--- config.mk ---
export PLATFORM = sky130hd
export DESIGN_NAME = memory_request_arbiter
export DESIGN_NICKNAME = d
export VERILOG_FILES = /design/src/rtl/memory_request_arbiter.sv
export SDC_FILE = /design/constraint.sdc
export NUM_CORES = 1
export LEC_CHECK = 0
export ABC_AREA = 1
export CORE_AREA = 2 2 294 296
export DETAILED_ROUTE_END_ITERATION = 12
export DIE_AREA = 0 0 296 298
export GPL_TIMING_DRIVEN = 0
export HOLD_SLACK_MARGIN = 0.15
export PLACE_DENSITY = 0.3
export RECOVER_POWER = 50
export SYNTH_ARGS = -nofsm -noshare
export SYNTH_HDL_FRONTEND = slang
export SYNTH_SLANG_ARGS = --single-unit
--- constraint.sdc ---
create_clock -name clk -period 8.1 [get_ports clk]
set_clock_uncertainty 0.2 [all_clocks]
set_input_delay 1.215 -clock clk [delete_from_list [all_inputs] [get_ports clk]]
set_output_delay 1.215 -clock clk [all_outputs]
set_load 0.005 [all_outputs]
--- src/rtl/memory_request_arbiter.sv ---
// memory_request_arbiter
// Merges fetch refill reads and data refill reads / write-backs onto the
// single memory access port. Grants are combinational, alternate on ties,
// and read returns are routed back through an in-order tag FIFO while the
// returned serial numbers are checked against an expected running count.
module memory_request_arbiter #(
  parameter int ADDR_WIDTH      = 32,
  parameter int DATA_WIDTH      = 128,
  parameter int SERIAL_WIDTH    = 4,
  parameter int MAX_OUTSTANDING = 8
) (
  input  logic                                 clk,
  input  logic                                 rst,
  input  logic                                 icReqValid,
  input  logic [ADDR_WIDTH-1:0]                icReqAddr,
  output logic                                 icReqReady,
  input  logic                                 dcReqValid,
  input  logic                                 dcReqWrite,
  input  logic [ADDR_WIDTH-1:0]                dcReqAddr,
  input  logic [DATA_WIDTH-1:0]                dcReqData,
  output logic                                 dcReqReady,
  output logic                                 icRespValid,
  output logic [DATA_WIDTH-1:0]                icRespData,
  output logic                                 dcRespValid,
  output logic [DATA_WIDTH-1:0]                dcRespData,
  output logic                                 dcWriteAck,
  output logic [ADDR_WIDTH-1:0]                memAccessAddr,
  output logic [DATA_WIDTH-1:0]                memAccessWriteData,
  output logic                                 memAccessRE,
  output logic                                 memAccessWE,
  input  logic                                 memAccessBusy,
  input  logic                                 memReadDataReady,
  input  logic [DATA_WIDTH-1:0]                memReadData,
  input  logic [SERIAL_WIDTH-1:0]              memReadSerial,
  input  logic                                 memWriteRespValid,
  output logic [$clog2(MAX_OUTSTANDING):0]     outstandingReads,
  output logic                                 serialError
);

  // MAX_OUTSTANDING is a power of two (at least 2), so the pointers wrap
  // naturally and the occupancy counter needs one extra bit to reach "full".
  localparam int PTR_W = $clog2(MAX_OUTSTANDING);
  localparam int CNT_W = PTR_W + 1;

  // Tag values stored per outstanding read.
  localparam logic TAG_FETCH = 1'b0;
  localparam logic TAG_DATA  = 1'b1;

  logic [MAX_OUTSTANDING-1:0] r_tags;
  logic [PTR_W-1:0]           r_wrPtr;
  logic [PTR_W-1:0]           r_rdPtr;
  logic [CNT_W-1:0]           r_count;
  logic [SERIAL_WIDTH-1:0]    r_expSerial;
  logic                       r_serialError;
  logic                       r_lastGrant;

  logic w_full;
  logic w_empty;
  logic w_icElig;
  logic w_dcElig;
  logic w_grantIc;
  logic w_grantDc;
  logic w_push;
  logic w_pop;
  logic w_popTag;
  logic w_serialBad;
  logic w_spurious;

  assign w_full   = (r_count == CNT_W'(MAX_OUTSTANDING));
  assign w_empty  = (r_count == '0);
  assign w_popTag = r_tags[r_rdPtr];

  // Eligibility and round-robin tie break; everything is held off during reset
  // so no strobe or ready can leak out while the block is being cleared.
  always_comb begin
    w_icElig  = 1'b0;
    w_dcElig  = 1'b0;
    w_grantIc = 1'b0;
    w_grantDc = 1'b0;
    if (!rst) begin
      w_icElig = icReqValid && !memAccessBusy && !w_full;
      w_dcElig = dcReqValid && !memAccessBusy && (dcReqWrite || !w_full);
      // r_lastGrant = 1 means data won last time, so fetch takes the tie.
      w_grantIc = w_icElig && (!w_dcElig || r_lastGrant);
      w_grantDc = w_dcElig && !w_grantIc;
    end
  end

  assign w_push = w_grantIc || (w_grantDc && !dcReqWrite);
  assign w_pop  = !rst && memReadDataReady && !w_empty;

  assign w_serialBad = w_pop && (memReadSerial != r_expSerial);
  assign w_spurious  = !rst && memReadDataReady && w_empty;

  // Memory request payload and requester ready, driven from the grant.
  always_comb begin
    icReqReady         = 1'b0;
    dcReqReady         = 1'b0;
    memAccessRE        = 1'b0;
    memAccessWE        = 1'b0;
    memAccessAddr      = '0;
    memAccessWriteData = '0;
    if (w_grantIc) begin
      icReqReady    = 1'b1;
      memAccessRE   = 1'b1;
      memAccessAddr = icReqAddr;
    end else if (w_grantDc) begin
      dcReqReady    = 1'b1;
      memAccessAddr = dcReqAddr;
      if (dcReqWrite) begin
        memAccessWE        = 1'b1;
        memAccessWriteData = dcReqData;
      end else begin
        memAccessRE = 1'b1;
      end
    end
  end

  // Route a returning read to whichever requester sits at the FIFO head.
  always_comb begin
    icRespValid = 1'b0;
    icRespData  = '0;
    dcRespValid = 1'b0;
    dcRespData  = '0;
    if (w_pop) begin
      if (w_popTag == TAG_DATA) begin
        dcRespValid = 1'b1;
        dcRespData  = memReadData;
      end else begin
        icRespValid = 1'b1;
        icRespData  = memReadData;
      end
    end
  end

  assign dcWriteAck       = !rst && memWriteRespValid;
  assign outstandingReads = r_count;
  assign serialError      = r_serialError;

  // Tag FIFO storage, pointers and occupancy.
  always_ff @(posedge clk or posedge rst) begin
    if (rst) begin
      r_tags  <= '0;
      r_wrPtr <= '0;
      r_rdPtr <= '0;
      r_count <= '0;
    end else begin
      if (w_push) begin
        r_tags[r_wrPtr] <= w_grantDc ? TAG_DATA : TAG_FETCH;
        r_wrPtr         <= r_wrPtr + PTR_W'(1);
      end
      if (w_pop) begin
        r_rdPtr <= r_rdPtr + PTR_W'(1);
      end
      if (w_push && !w_pop) begin
        r_count <= r_count + CNT_W'(1);
      end else if (w_pop && !w_push) begin
        r_count <= r_count - CNT_W'(1);
      end
    end
  end

  // Expected serial advances only on returns that actually matched a tag;
  // the error flag is sticky until reset.
  always_ff @(posedge clk or posedge rst) begin
    if (rst) begin
      r_expSerial   <= '0;
      r_serialError <= 1'b0;
    end else begin
      if (w_pop) begin
        r_expSerial <= r_expSerial + SERIAL_WIDTH'(1);
      end
      if (w_serialBad || w_spurious) begin
        r_serialError <= 1'b1;
      end
    end
  end

  // Remember which port won the most recent grant for the tie break.
  always_ff @(posedge clk or posedge rst) begin
    if (rst) begin
      r_lastGrant <= 1'b1;
    end else if (w_grantIc) begin
      r_lastGrant <= 1'b0;
    end else if (w_grantDc) begin
      r_lastGrant <= 1'b1;
    end
  end

endmodule

# ---- Word level (Yosys, flattened, before mapping)
# Index checks and enable logic that the tools add are counted.
dict set report word_totals {
  in_bits 332
  regBits 24
}
dict set report classes {
  add_sub_neg 5
  mux 33
  eq_ne 2
  reduce_logical 31
  magnitude_cmp 3
}
# cell n
set op_table {}
lappend op_table {{$mux W128} 7}
lappend op_table {{$mux W32} 2}
lappend op_table {{$mux W1} 19}
lappend op_table {{$logic_and A1 B1 Y1} 15}
lappend op_table {{$logic_not A1 Y1} 9}
lappend op_table {{$add A4 B1 Y4 const B} 2}
lappend op_table {{$bwmux W8} 1}
lappend op_table {{$lt A3 B4 Y1 const B} 2}
lappend op_table {{$mux W4} 2}
lappend op_table {{$add A3 B1 Y3 const B} 2}
lappend op_table {{$eq A4 B4 Y1 const B} 1}
lappend op_table {{$logic_not A4 Y1} 1}
lappend op_table {{$logic_or A1 B1 Y1} 4}
lappend op_table {{$ne A4 B4 Y1} 1}
lappend op_table {{$reduce_bool A2 Y1} 2}
lappend op_table {{$sub A4 B1 Y4 const B} 1}
lappend op_table {{$bmux W1 S3} 1}
lappend op_table {{$demux W1 S3} 1}
lappend op_table {{$ge A3 B1 Y1 const B} 1}

# ---- Longest topological paths before layout
dict set report logic_depth {
  word_depth 16
  mapped_depth 15
  mapped_depth_nobuf 14
}

# ---- Least setup slack after synthesis
# OpenSTA, ideal clock, no wires.
dict set report synth_timing {
  kind {input to output}
  startpoint {input port rst}
  endpoint {output port icRespData[118]}
  path_slack_ps 3959
  arrival_time_ps 2726
  path_stages 9
  path_cell_list {inv_1 nand2_1 inv_1 nand2_2 inv_2 nand2_1 buf_2 buf_4 nor2_1}
}
dict set report synth_via {
  elab_chain_cells 4
}
# element line_no
set synth_rtl {}
lappend synth_rtl {{start: declaration} 13} ;# input logic rst,
lappend synth_rtl {{$logic_not A1 Y1 (no line)} --}
lappend synth_rtl {{$logic_and A1 B1 Y1 (2 in a row)} 90} ;# assign w_pop = !rst && memReadDataReady && !w_empty;
lappend synth_rtl {{$mux W128} 125} ;# if (w_pop) begin
lappend synth_rtl {{end: declaration} 23} ;# output logic [DATA_WIDTH-1:0] icRespData,
# Every way passes these cells.

# ---- Worst setup path after layout
dict set report layout_timing {
  startpoint {input port rst}
  endpoint {output port dcRespData[113]}
}
dict set report layout_via {
  elab_chain_cells 4
}
# element line_no
set layout_rtl {}
lappend layout_rtl {{$logic_not A1 Y1 (no line)} --}
lappend layout_rtl {{$logic_and A1 B1 Y1 (2 in a row)} 90}
lappend layout_rtl {{$mux W128} 125}
lappend layout_rtl {{end: declaration} 25} ;# output logic [DATA_WIDTH-1:0] dcRespData,
# Every way passes these cells.

==> summary.txt <==
Cells and area
  • Commonest non-fill, non-tap cell in the layout: clkdlybuf4s50_1
  • Most frequent cells in the layout: clkdlybuf4s50_1, nor2_1, nand2_1, dlygate4sd3_1, inv_1
  • Non-filler cells, final: 2898
  • Area growth syn-to-layout: 197%
  • Nets: 2081
  • Share of post-route cells with drive strength above 1: 2.18%

Detailed routing
  • DRC errors left: 0
  • WL final: 49200 um
  • Number of DRC markers in iteration 0: 345
  • DR WL/cell: 17.0 um
  • Via density: 2.98
  • Uppermost routed layer: met5
  • First-pass DRT Iterations: 5
  • Vias post-DR: 8628
  • Met3 wire length: 4110 um
  • Met1 wire length: 17600 um
  • Met2 wire len: 26600 um
  • Antenna-violating nets left: 0

Die
  • Die area: 0.0882 mm^2
  • Initial core utilization: 5.43%
  • I/O pin count: 760
  • Die extent in x: 296 um
  • Core footprint: 0.0849 mm^2
  • Die Y: 298 um
  • Cell Rows: 107

Timing
  • Tmin final: 6.62 ns
  • Final setup violation count: 0
  • Worst hold slack: 0.277 ns
  • Final worst-path cycle share: 81.7%
  • Hold Vio Cnt, Final: 0
  • Setup TNS: 0 ns
  • Fmax: 0.151 GHz
  • RSZ-0062 raised after global routing: no
  • Slew @ Worst Pin: 1.12 ns
  • Slew HR: 25.0%
  • Max-slew violations: 0

Setup path
  • Startpoint Class: input pin
  • CP Depth: 11
  • CP endpoint kind: output port
  • Crit path buf inv count: 7
  • CP max stage delay: 0.82 ns
  • CP Cell Sequence: dlygate4sd3_1 > inv_1 > nand2_1 > inv_1 > nand2_1 > inv_1 > nand2_1 > clkbuf_1 > clkbuf_1 > nor2_1 > clkdlybuf4s50_1
  • Worst setup path class: input pin to output port
  • Worst R2R Path Depth: 14
  • Arrival time worst endpoint: 5.21 ns
  • CP max FO: 28
  • Worst Path Required: 6.68 ns
  • R2R Setup Slk: 4.77 ns
  • Top cell family by delay on the critical path: buffers and inverters
  • Worst Setup SP: rst
  • FF-to-FF Start: outstandingReads[0]$_DFFE_PP0P_
  • Reg2reg end: outstandingReads[3]$_DFFE_PP0P_
  • Critical Path End: dcRespData[113]
  • Slowest stage cell, crit path: inv_1

Global routing
  • Antenna violations before repair: 25
  • All-Layer GR Usage: 10.3%
  • Number of global-route vias before repair: 8703
  • Largest net degree at the start of global routing: 29
  • Total gr overflow: 0
  • First-pass GRT wire length: 64800 um

CTS
  • CTS Sinks: 24
  • Worst-path clk slew: 0.07 ns
  • Post-CTS Setup Bufs: 0
  • Clk_lat worst skew: 0.26 ns
  • Post-CTS Resized: 0
  • Hold_buf cts: 0
  • Total CTS buffers: 3
  • CTS tree: built
  • CTS H-tree depth: 1
  • Clock buffer depth: 2
  • CTS root buf: clkbuf_16

Yosys
  • Mapped Nets: 1317
  • Most area-consuming cells after synthesis: nor2_1, nand2_1, dfrtp_1
  • Synth unique cells: 24
  • Post-Synthesis Cells: 978
  • Yosys top cell area share: 33.0%
  • Area leader, netlist: nor2_1
  • Sequential area share after synthesis: 13.1%
  • YS warnings: 0
  • Syn Area/Cell: 4.71 um^2
  • Yosys reg bits: 24
  • Mapped cell area: 0.00461 mm^2

Pwr
  • Peak supply drop: 0.0693 mV
  • Power Total: 1.51 mW
  • Cell Pwr Density: 110 mW/mm^2
  • Leakage power: 6.23 nW

Placed design
  • DP Cell Count: 2881
  • # port buffers: 759
  • GPL Wtd Cong: 0.922
  • DP Wirelength: 44900 um

Job
  • Max Cap Viol: 0

Worst hold path
  • Min-delay worst type: flip-flop to flip-flop
  • Min-Delay Path Depth: 2

Outcome
  • Status: finished clean
tightest hold or removal path, delay by kind of cell, from the launching register on:
family,cells,cell delay [ns]
simple gates,2,0.10
flops,1,0.35
cell usage after synthesis:
library cell,n
nand3_1,16
o21ai_1,4
nand2_1,278
nand2_2,2
inv_1,146
mux2_2,1
xnor2_1,9
clkbuf_1,16
ha_1,6
nand4_1,2
buf_2,19
dfstp_2,1
o21ai_2,1
a21oi_4,1
o21bai_1,1
a21oi_1,4
o21ai_0,5
buf_6,23
fa_1,1
nor2_1,405
buf_4,7
xor2_1,3
dfrtp_1,23
inv_2,4
registers in the layout (all words and copies together), names as in the netlist:
| name | count |
|---|---|
| r_lastGrant | 1 |
| outstandingReads | 4 |
| r_rdPtr | 3 |
| r_tags | 8 |
| r_wrPtr | 3 |
| r_expSerial | 4 |
| serialError | 1 |
per-stage QoR:
step | util (%) | area (um^2) | worst slack, ns
final | 16.1 | 13700 | 1.48
after global routing | 16.1 | 13700 | 0.920
after CTS | 16.2 | 13700 | 1.73
after detailed placement | 16.1 | 13600 | 1.73
after global placement | 16.1 | 13600 | 1.76
after floorplan | - | 4610 | 3.96
per-layer routing:
layer | track usage, % | vias to the layer above
li1 | - | 4311
met4 | 3.39 | 10
met3 | 2.97 | 42
met5 | 0 | -
met1 | 10.6 | 3847
met2 | 19.6 | 418
area by class of cell:
cell class,count,area [um^2]
clock inverter,1,30.0
buffer,65,375
antenna,13,32.5
inverter,150,563
multi-input combinational,739,2960
fill,9952,71200
timing repair buffer,759,7600
tap,1144,1430
sequential,24,602
clock buffer,3,75.1
report_power, final:
part	internal (mW)	switching, mW	total (mW)
clock network	0.0984	0.0462	0.145
registers	0.170	0.0560	0.226
logic	0.615	0.523	1.14
logic make-up (layout without fill, tap and decap cells):
group | Yosys count | after routing | synth area share (%)
and+or+nand+nor | 703 | 703 | 57.9
adders and majority gates | 7 | 7 | 2.06
xor gates and xnor gates | 12 | 12 | 2.28
DFF | 24 | 24 | 13.1
buffers and inverters | 215 | 978 | 22.3
muxes | 1 | 1 | 0.244
other | 0 | 13 | 0
AOI/OAI and AO/OA | 16 | 16 | 2.12
how the worst min path moves through the flow:
stage	slack [ns]	start	to
CTS	0.28	r_tags[2]$_DFFE_PP0P_	r_tags[2]$_DFFE_PP0P_
finish	0.28	r_tags[2]$_DFFE_PP0P_	r_tags[2]$_DFFE_PP0P_
detailed placement	0.26	r_tags[2]$_DFFE_PP0P_	r_tags[2]$_DFFE_PP0P_
global placement	0.26	r_tags[2]$_DFFE_PP0P_	r_tags[2]$_DFFE_PP0P_
global route	0.31	r_tags[5]$_DFFE_PP0P_	r_tags[5]$_DFFE_PP0P_
floorplan	0.24	r_tags[2]$_DFFE_PP0P_	r_tags[2]$_DFFE_PP0P_
Power figures use the tool's default switching activity.
